<file path="src/rtl/sram_emu_master_if.sv">
// Request/response handshake bundle between the digital requester and sram_emu_master.
// The requester side uses the master modport and the SRAM initiator uses the slave modport.
interface sram_emu_master_if #(
    parameter int DATA_WIDTH = 8,
    parameter int ADDR_WIDTH = 4
);

    logic                  req_valid;
    logic                  req_ready;
    logic                  req_we;
    logic [ADDR_WIDTH-1:0] req_addr;
    logic [DATA_WIDTH-1:0] req_wdata;

    logic                  rsp_valid;
    logic                  rsp_ready;
    logic                  rsp_we;
    logic [DATA_WIDTH-1:0] rsp_rdata;

    modport master (
        output req_valid,
        output req_we,
        output req_addr,
        output req_wdata,
        output rsp_ready,
        input  req_ready,
        input  rsp_valid,
        input  rsp_we,
        input  rsp_rdata
    );

    modport slave (
        input  req_valid,
        input  req_we,
        input  req_addr,
        input  req_wdata,
        input  rsp_ready,
        output req_ready,
        output rsp_valid,
        output rsp_we,
        output rsp_rdata
    );

endinterface

</file>
<file path="src/rtl/sram_emu_master.sv">
// Digital initiator for the emulated mixed-signal SRAM: sequences the analog-coded
// clk/we/addr/din pins for one request at a time and slices dout_a back into bits.
module sram_emu_master #(
    parameter int DATA_WIDTH   = 8,
    parameter int ADDR_WIDTH   = 4,
    parameter int ANA_WIDTH    = 8,
    parameter int FULL_SCALE   = 255,
    parameter int THRESHOLD    = 128,
    parameter int SETUP_CYC    = 1,
    parameter int CLK_HIGH_CYC = 2,
    parameter int RD_WAIT_CYC  = 4
) (
    input  logic                                  clk_d,
    input  logic                                  rst_d,
    sram_emu_master_if.slave                      bus,
    output logic                                  busy,
    output logic [ANA_WIDTH-1:0]                  clk_a,
    output logic [ANA_WIDTH-1:0]                  we_a,
    output logic [ADDR_WIDTH-1:0][ANA_WIDTH-1:0]  addr_a,
    output logic [DATA_WIDTH-1:0][ANA_WIDTH-1:0]  din_a,
    input  logic [DATA_WIDTH-1:0][ANA_WIDTH-1:0]  dout_a
);

    localparam int MAX_AB  = (SETUP_CYC > CLK_HIGH_CYC) ? SETUP_CYC : CLK_HIGH_CYC;
    localparam int MAX_CYC = (MAX_AB > RD_WAIT_CYC) ? MAX_AB : RD_WAIT_CYC;
    localparam int CNT_W   = (MAX_CYC < 1) ? 1 : $clog2(MAX_CYC + 1);

    localparam logic [ANA_WIDTH-1:0] FS_LVL  = FULL_SCALE[ANA_WIDTH-1:0];
    localparam logic [ANA_WIDTH-1:0] THR_LVL = THRESHOLD[ANA_WIDTH-1:0];

    // Counters hold "cycles remaining after this one", so a phase ends when they reach zero.
    localparam logic [CNT_W-1:0] SETUP_LD = CNT_W'(SETUP_CYC - 1);
    localparam logic [CNT_W-1:0] CLKHI_LD = CNT_W'(CLK_HIGH_CYC - 1);
    localparam logic [CNT_W-1:0] WAIT_LD  = CNT_W'(RD_WAIT_CYC - 1);

    if (SETUP_CYC < 1 || CLK_HIGH_CYC < 1 || RD_WAIT_CYC < 1 || THRESHOLD >= FULL_SCALE) begin : g_param_check
        $error("sram_emu_master: illegal parameter set");
    end

    typedef enum logic [2:0] {
        ST_IDLE,
        ST_SETUP,
        ST_CLK_HI,
        ST_WAIT,
        ST_SAMPLE,
        ST_RESP
    } state_t;

    state_t                               state;
    state_t                               next_state;
    logic [CNT_W-1:0]                     phase_cnt;
    logic                                 we_latched;
    logic                                 accept;
    logic                                 rsp_done;
    logic [ADDR_WIDTH-1:0][ANA_WIDTH-1:0] enc_addr;
    logic [DATA_WIDTH-1:0][ANA_WIDTH-1:0] enc_din;
    logic [DATA_WIDTH-1:0]                sliced;

    assign accept   = (state == ST_IDLE) && bus.req_valid && bus.req_ready;
    assign rsp_done = (state == ST_RESP) && bus.rsp_valid && bus.rsp_ready;

    always_comb begin
        enc_addr = '0;
        enc_din  = '0;
        sliced   = '0;
        for (int i = 0; i < ADDR_WIDTH; i++) begin
            enc_addr[i] = bus.req_addr[i] ? FS_LVL : '0;
        end
        for (int i = 0; i < DATA_WIDTH; i++) begin
            enc_din[i] = bus.req_wdata[i] ? FS_LVL : '0;
            sliced[i]  = (dout_a[i] > THR_LVL);
        end
    end

    always_ff @(posedge clk_d or posedge rst_d) begin
        if (rst_d) begin
            state <= ST_IDLE;
        end else begin
            state <= next_state;
        end
    end

    always_comb begin
        next_state = state;
        case (state)
            ST_IDLE:   if (accept) next_state = ST_SETUP;
            ST_SETUP:  if (phase_cnt == '0) next_state = ST_CLK_HI;
            ST_CLK_HI: if (phase_cnt == '0) next_state = ST_WAIT;
            ST_WAIT:   if (phase_cnt == '0) next_state = ST_SAMPLE;
            ST_SAMPLE: next_state = ST_RESP;
            ST_RESP:   if (rsp_done) next_state = ST_IDLE;
            default:   next_state = ST_IDLE;
        endcase
    end

    always_ff @(posedge clk_d or posedge rst_d) begin
        if (rst_d) begin
            phase_cnt <= '0;
        end else if (next_state != state) begin
            case (next_state)
                ST_SETUP:  phase_cnt <= SETUP_LD;
                ST_CLK_HI: phase_cnt <= CLKHI_LD;
                ST_WAIT:   phase_cnt <= WAIT_LD;
                default:   phase_cnt <= '0;
            endcase
        end else if (phase_cnt != '0) begin
            phase_cnt <= phase_cnt - 1'b1;
        end
    end

    // Outputs are derived from next_state so that each registered level lines up with its phase.
    always_ff @(posedge clk_d or posedge rst_d) begin
        if (rst_d) begin
            bus.req_ready <= 1'b1;
            bus.rsp_valid <= 1'b0;
            bus.rsp_we    <= 1'b0;
            bus.rsp_rdata <= '0;
            busy          <= 1'b0;
            clk_a         <= '0;
            we_a          <= '0;
            addr_a        <= '0;
            din_a         <= '0;
            we_latched    <= 1'b0;
        end else begin
            bus.req_ready <= (next_state == ST_IDLE);
            busy          <= (next_state != ST_IDLE);
            clk_a         <= (next_state == ST_CLK_HI) ? FS_LVL : '0;

            if (accept) begin
                we_latched <= bus.req_we;
                we_a       <= bus.req_we ? FS_LVL : '0;
                addr_a     <= enc_addr;
                din_a      <= enc_din;
            end

            if (state == ST_SAMPLE) begin
                bus.rsp_valid <= 1'b1;
                bus.rsp_we    <= we_latched;
                bus.rsp_rdata <= we_latched ? '0 : sliced;
            end

            // addr_a/din_a deliberately keep their last levels; only we_a returns to 0.
            if (rsp_done) begin
                bus.rsp_valid <= 1'b0;
                we_a          <= '0;
            end
        end
    end

endmodule

</file>
<file path="src/flat_wrapper.sv">
// flat-port wrapper written by rule: the top's interface ports become plain ports
module sram_emu_master_flat 
#(
    parameter int DATA_WIDTH   = 8,
    parameter int ADDR_WIDTH   = 4,
    parameter int ANA_WIDTH    = 8,
    parameter int FULL_SCALE   = 255,
    parameter int THRESHOLD    = 128,
    parameter int SETUP_CYC    = 1,
    parameter int CLK_HIGH_CYC = 2,
    parameter int RD_WAIT_CYC  = 4
)
  (clk_d, rst_d, busy, clk_a, we_a, addr_a, din_a, dout_a, bus_req_valid, bus_req_we, bus_req_addr, bus_req_wdata, bus_rsp_ready, bus_req_ready, bus_rsp_valid, bus_rsp_we, bus_rsp_rdata);
  sram_emu_master_if #(.DATA_WIDTH(DATA_WIDTH), .ADDR_WIDTH(ADDR_WIDTH)) bus_i ();
  input  logic clk_d;
  input  logic rst_d;
  output logic busy;
  output logic [ANA_WIDTH-1:0] clk_a;
  output logic [ANA_WIDTH-1:0] we_a;
  output logic [ADDR_WIDTH-1:0][ANA_WIDTH-1:0] addr_a;
  output logic [DATA_WIDTH-1:0][ANA_WIDTH-1:0] din_a;
  input  logic [DATA_WIDTH-1:0][ANA_WIDTH-1:0] dout_a;
  input wire logic [$bits(bus_i.req_valid)-1:0] bus_req_valid;
  input wire logic [$bits(bus_i.req_we)-1:0] bus_req_we;
  input wire logic [$bits(bus_i.req_addr)-1:0] bus_req_addr;
  input wire logic [$bits(bus_i.req_wdata)-1:0] bus_req_wdata;
  input wire logic [$bits(bus_i.rsp_ready)-1:0] bus_rsp_ready;
  output wire logic [$bits(bus_i.req_ready)-1:0] bus_req_ready;
  output wire logic [$bits(bus_i.rsp_valid)-1:0] bus_rsp_valid;
  output wire logic [$bits(bus_i.rsp_we)-1:0] bus_rsp_we;
  output wire logic [$bits(bus_i.rsp_rdata)-1:0] bus_rsp_rdata;
  assign bus_i.req_valid = bus_req_valid;
  assign bus_i.req_we = bus_req_we;
  assign bus_i.req_addr = bus_req_addr;
  assign bus_i.req_wdata = bus_req_wdata;
  assign bus_i.rsp_ready = bus_rsp_ready;
  assign bus_req_ready = bus_i.req_ready;
  assign bus_rsp_valid = bus_i.rsp_valid;
  assign bus_rsp_we = bus_i.rsp_we;
  assign bus_rsp_rdata = bus_i.rsp_rdata;
  sram_emu_master #(.DATA_WIDTH(DATA_WIDTH), .ADDR_WIDTH(ADDR_WIDTH), .ANA_WIDTH(ANA_WIDTH), .FULL_SCALE(FULL_SCALE), .THRESHOLD(THRESHOLD), .SETUP_CYC(SETUP_CYC), .CLK_HIGH_CYC(CLK_HIGH_CYC), .RD_WAIT_CYC(RD_WAIT_CYC)) u_core (.clk_d(clk_d), .rst_d(rst_d), .bus(bus_i), .busy(busy), .clk_a(clk_a), .we_a(we_a), .addr_a(addr_a), .din_a(din_a), .dout_a(dout_a));
endmodule
</file>
<file path="config.mk">
export PLATFORM = sky130hd
export DESIGN_NAME = sram_emu_master_flat
export DESIGN_NICKNAME = d
export VERILOG_FILES = /design/src/rtl/sram_emu_master_if.sv /design/src/rtl/sram_emu_master.sv /design/src/flat_wrapper.sv
export SDC_FILE = /design/constraint.sdc
export NUM_CORES = 1
export LEC_CHECK = 0
export ABC_AREA = 1
export CORE_MARGIN = 2
export CORE_UTILIZATION = 32
export DETAILED_ROUTE_END_ITERATION = 8
export PLACE_DENSITY = 0.8
export SKIP_LAST_GASP = 1
export SYNTH_ARGS = -nofsm -noshare
export SYNTH_HDL_FRONTEND = slang
export SYNTH_SLANG_ARGS = --single-unit
export TNS_END_PERCENT = 50
</file>
<file path="constraint.sdc">
create_clock -name clk_d -period 1.85 [get_ports clk_d]
set_input_delay 0.2775 -clock clk_d [delete_from_list [all_inputs] [get_ports clk_d]]
set_output_delay 0.2775 -clock clk_d [all_outputs]
set_load 0.01 [all_outputs]
</file>
==> results by group <==
Power
  • Power per cell area: 1690 nW/um2
  • Leak: 1.62 nW
  • Final Power: 0.00655 W
  • Sw frac: a little under two fifths
  • Clock share of power: 10.5%
  • Power share of the sequential group: 23.1%
  • Int Power: 0.00406 W
  • Logic pwr share: ~66%
  • Maximum VDD drop: 558 uV
  • Sw Pwr: roughly 0.0025 W

Final layout
  • Ant diodes: 0
  • Fin util: 54.4%
  • Multi-input logic area: 681 um2
  • FF/Latch Area: between 800 and 900 um2
  • Area Growth Syn to Fin: 67.4%
  • Layout Nets: 467
  • Fill count: 654
  • Layout cell share with drive strength beyond 1: 9.61%

Timing
  • Slew headroom: 71.0%
  • Setup TNS: 0 ns
  • Final hold slack: between 0.3 and 0.4 ns
  • Max Fclk: 607 MHz
  • Least-Margin Pin Slew: ~0.44 ns
  • Clock Skews: roughly 0.0062 ns
  • RSZ-0062 raised after global routing: false
  • Worst setup margin: 0.204 ns
  • Fin. max-slew vios: 0
  • Hold Violations, Final: 0
  • Setup violators final: 0
  • Fin crit share: between 80% and 90%
  • Tmin final: 1.65 ns

Clock network
  • TritonCTS Sinks: 33
  • CTS Buffer Depth: 2
  • Post-cts sizing count: 0
  • Clock slew at reported path FFs: 0.07 ns
  • Post-CTS Setup Inserts: 0
  • Clock root cell: clkbuf_8
  • H-tree Lvls: 2
  • Clk_lat worst skew: 0.27 ns
  • Cts hold-fix bufs: 0
  • CTS Buf Count: 5
  • CTS tree: yes

Worst setup path
  • Max stage delay cell, worst path: clkdlybuf4s50_1
  • Crit-path cells: clkdlybuf4s50_1
  • Buffers plus inverters on the worst setup path: 1
  • Setup crit start kind: register
  • Critical path data arrival time: 1.37 ns
  • CP Max Fanout: 9
  • Critical Path Sink Type: output pin
  • Worst setup path class: register to output pin
  • Crit-path max cell delay: 0.60 ns
  • Cell family with most CP delay: buffers and inverters
  • Req. time, crit path: 1.57 ns

Flow run
  • Max cap viols: 0

Route
  • Pre-Repair DR Iteration Count: 4
  • Vias: 2069
  • Initial DRC count: 58
  • Vias per cell: 4.27
  • Detail Route Antenna Nets: 0
  • DR DRC count: 0
  • Routed WL: 5.91 mm
  • Avg WL per Cell: 12.2 um

Yosys
  • Syn Area/Cell: 8.59 um2
  • Sequential share of the synthesized area: 35.7%
  • Mapped Nets: 353
  • Count of different cell masters after synthesis: 28
  • Number of synthesized flops with an enable pin: 0
  • Synth Flop Type: dfrtp_1
  • Netlist Area Pre-Place: 2320 um2
  • Synth warn: 0
  • Asr flop ratio synth: 100%
  • Flops & latches, synth: 33
  • Cells after Synth: 270

Die
  • Die X: 89.1 um
  • Height of the die: 89.1 um
  • Initial Util: between 30 and 40%
  • DIE AREA: 7950 um2
  • Core Region: 7140 um2
  • Row count: 31
  • Boundary Pins: 205

GRT
  • Vias in the first global route: 1923
  • Grt total ovfl: 0
  • Initial antenna violation count: 0
  • First-pass GRT wire length: 8.60 mm
  • Global Route Usage Sum: between 10 and 15%
  • Largest net degree at the start of global routing: 34

Placed design
  • Post-detail-place hpwl: 4.88 mm
  • PortBufs: between 200 and 250
  • Place WS: 0.197 ns
  • RD Place Congestion: around 0.76

Min path
  • Hold Path Class: primary input to asynchronous set/reset pin

Outcome
  • Outcome: completed
-- flip-flops by register name (all words and copies together), names as in the netlist --
signal / cells
u_core.addr_a: 4
u_core.bus.req_ready: 1
u_core.bus.rsp_rdata: 8
u_core.bus.rsp_valid: 1
u_core.bus.rsp_we: 1
u_core.busy: 1
u_core.clk_a: 1
u_core.din_a: 8
u_core.phase_cnt: 3
u_core.state: 3
u_core.we_a: 1
u_core.we_latched: 1
-- Yosys cell counts, drive strengths merged (2+ instances only) --
cell type / number / area (um2)
buf: 100 / 746
nand2: 64 / 263
dfrtp: 32 / 801
inv: 16 / 62.6
nor2: 13 / 78.8
nor3: 13 / 80.1
a32o: 8 / 80.1
nor4: 8 / 50.1
nand3: 4 / 42.5
a21oi: 2 / 10.0
ha: 2 / 25.0
nand4: 2 / 12.5
-- metal layers --
metal / vias up / wire, um / global-route usage [%]
met3: 8 / 571 / 4.25
met2: 112 / 3100 / 26.3
li1: 996 / - / -
met5: - / 0 / 0
met4: 0 / 63 / 4.21
met1: 953 / 2180 / 14.4
-- worst paths after layout --
kind                                    startpoint                       to  slack (ns)  cells after the start
max in group asynchronous                    rst_d     u_core.bus.req_ready        1.11                      3
min                                          rst_d        u_core.addr_a[22]        0.39                      3
min reg2reg                u_core.bus.rsp_rdata[4]  u_core.bus.rsp_rdata[4]        0.49                      1
min in group clk_d         u_core.bus.rsp_rdata[4]  u_core.bus.rsp_rdata[4]        0.49                      1
max                              u_core.addr_a[22]               addr_a[17]        0.20                      1
max reg2reg                    u_core.phase_cnt[0]      u_core.phase_cnt[0]        0.26                     12
-- placed cells by master, fill, tap and decap left out --
master           instances
dfstp_2                  1
xor2_1                   1
nor3_2                   3
clkbuf_8                 6
xnor2_1                  1
nand2_4                  2
nand2_2                  3
inv_4                    1
nor3_1                  10
nand2_1                 59
nand3_2                  2
nand3_4                  1
nor2_1                   7
o21ai_2                  1
nand4_1                  2
a21oi_1                  2
inv_1                   10
inv_2                    5
dfrtp_1                 32
a31oi_2                  1
a32o_1                   8
ha_1                     2
nand3_1                  1
nor2_4                   3
buf_4                    4
nor2_2                   3
nor4_1                   8
clkdlybuf4s50_1        204
bufinv_16                1
clkbuf_1                 1
-- layout make-up --
| class | count | share of cell area [%] |
|---|---|---|
| repair buffers | 208 | 53.4 |
| well taps | 99 | 3.19 |
| inverters | 16 | 1.61 |
| multi-input cells | 120 | 17.5 |
| flip-flops and latches | 33 | 21.3 |
| clock inverters | 1 | 0.773 |
| clock buffers | 7 | 2.22 |
-- logic make-up (layout without fill, tap and decap cells) --
kind of cell / after synthesis / in the layout / synth area share [%]
compound gates: 12 / 12 / 4.80
flops: 33 / 33 / 35.7
xor+xnor: 2 / 2 / 0.755
buf+inv: 117 / 232 / 35.0
fa+ha+maj: 2 / 2 / 1.08
simple gates: 104 / 104 / 22.7
-- power groups by stage --
stage / clock network (W) / registers [W] / logic, W
after detailed placement: 0 / 0.00154 / 0.00439
after floorplan: 0 / 0.00158 / 0.00282
final: 0.000685 / 0.00152 / 0.00435
after global placement: 0 / 0.00152 / 0.00430
after CTS: 0.000721 / 0.00154 / 0.00440
after global routing: 0.000750 / 0.00159 / 0.00469
-- through the flow --
stage | area (um2) | cells
3_3_place_gp | 3770 | 476
4_1_cts | 3880 | 484
2_1_floorplan | 2320 | 270
3_5_place_dp | 3770 | 476
5_1_grt | 3880 | 484
6_report | 3880 | 484
Note: power is estimated with default switching activity, not from simulation.
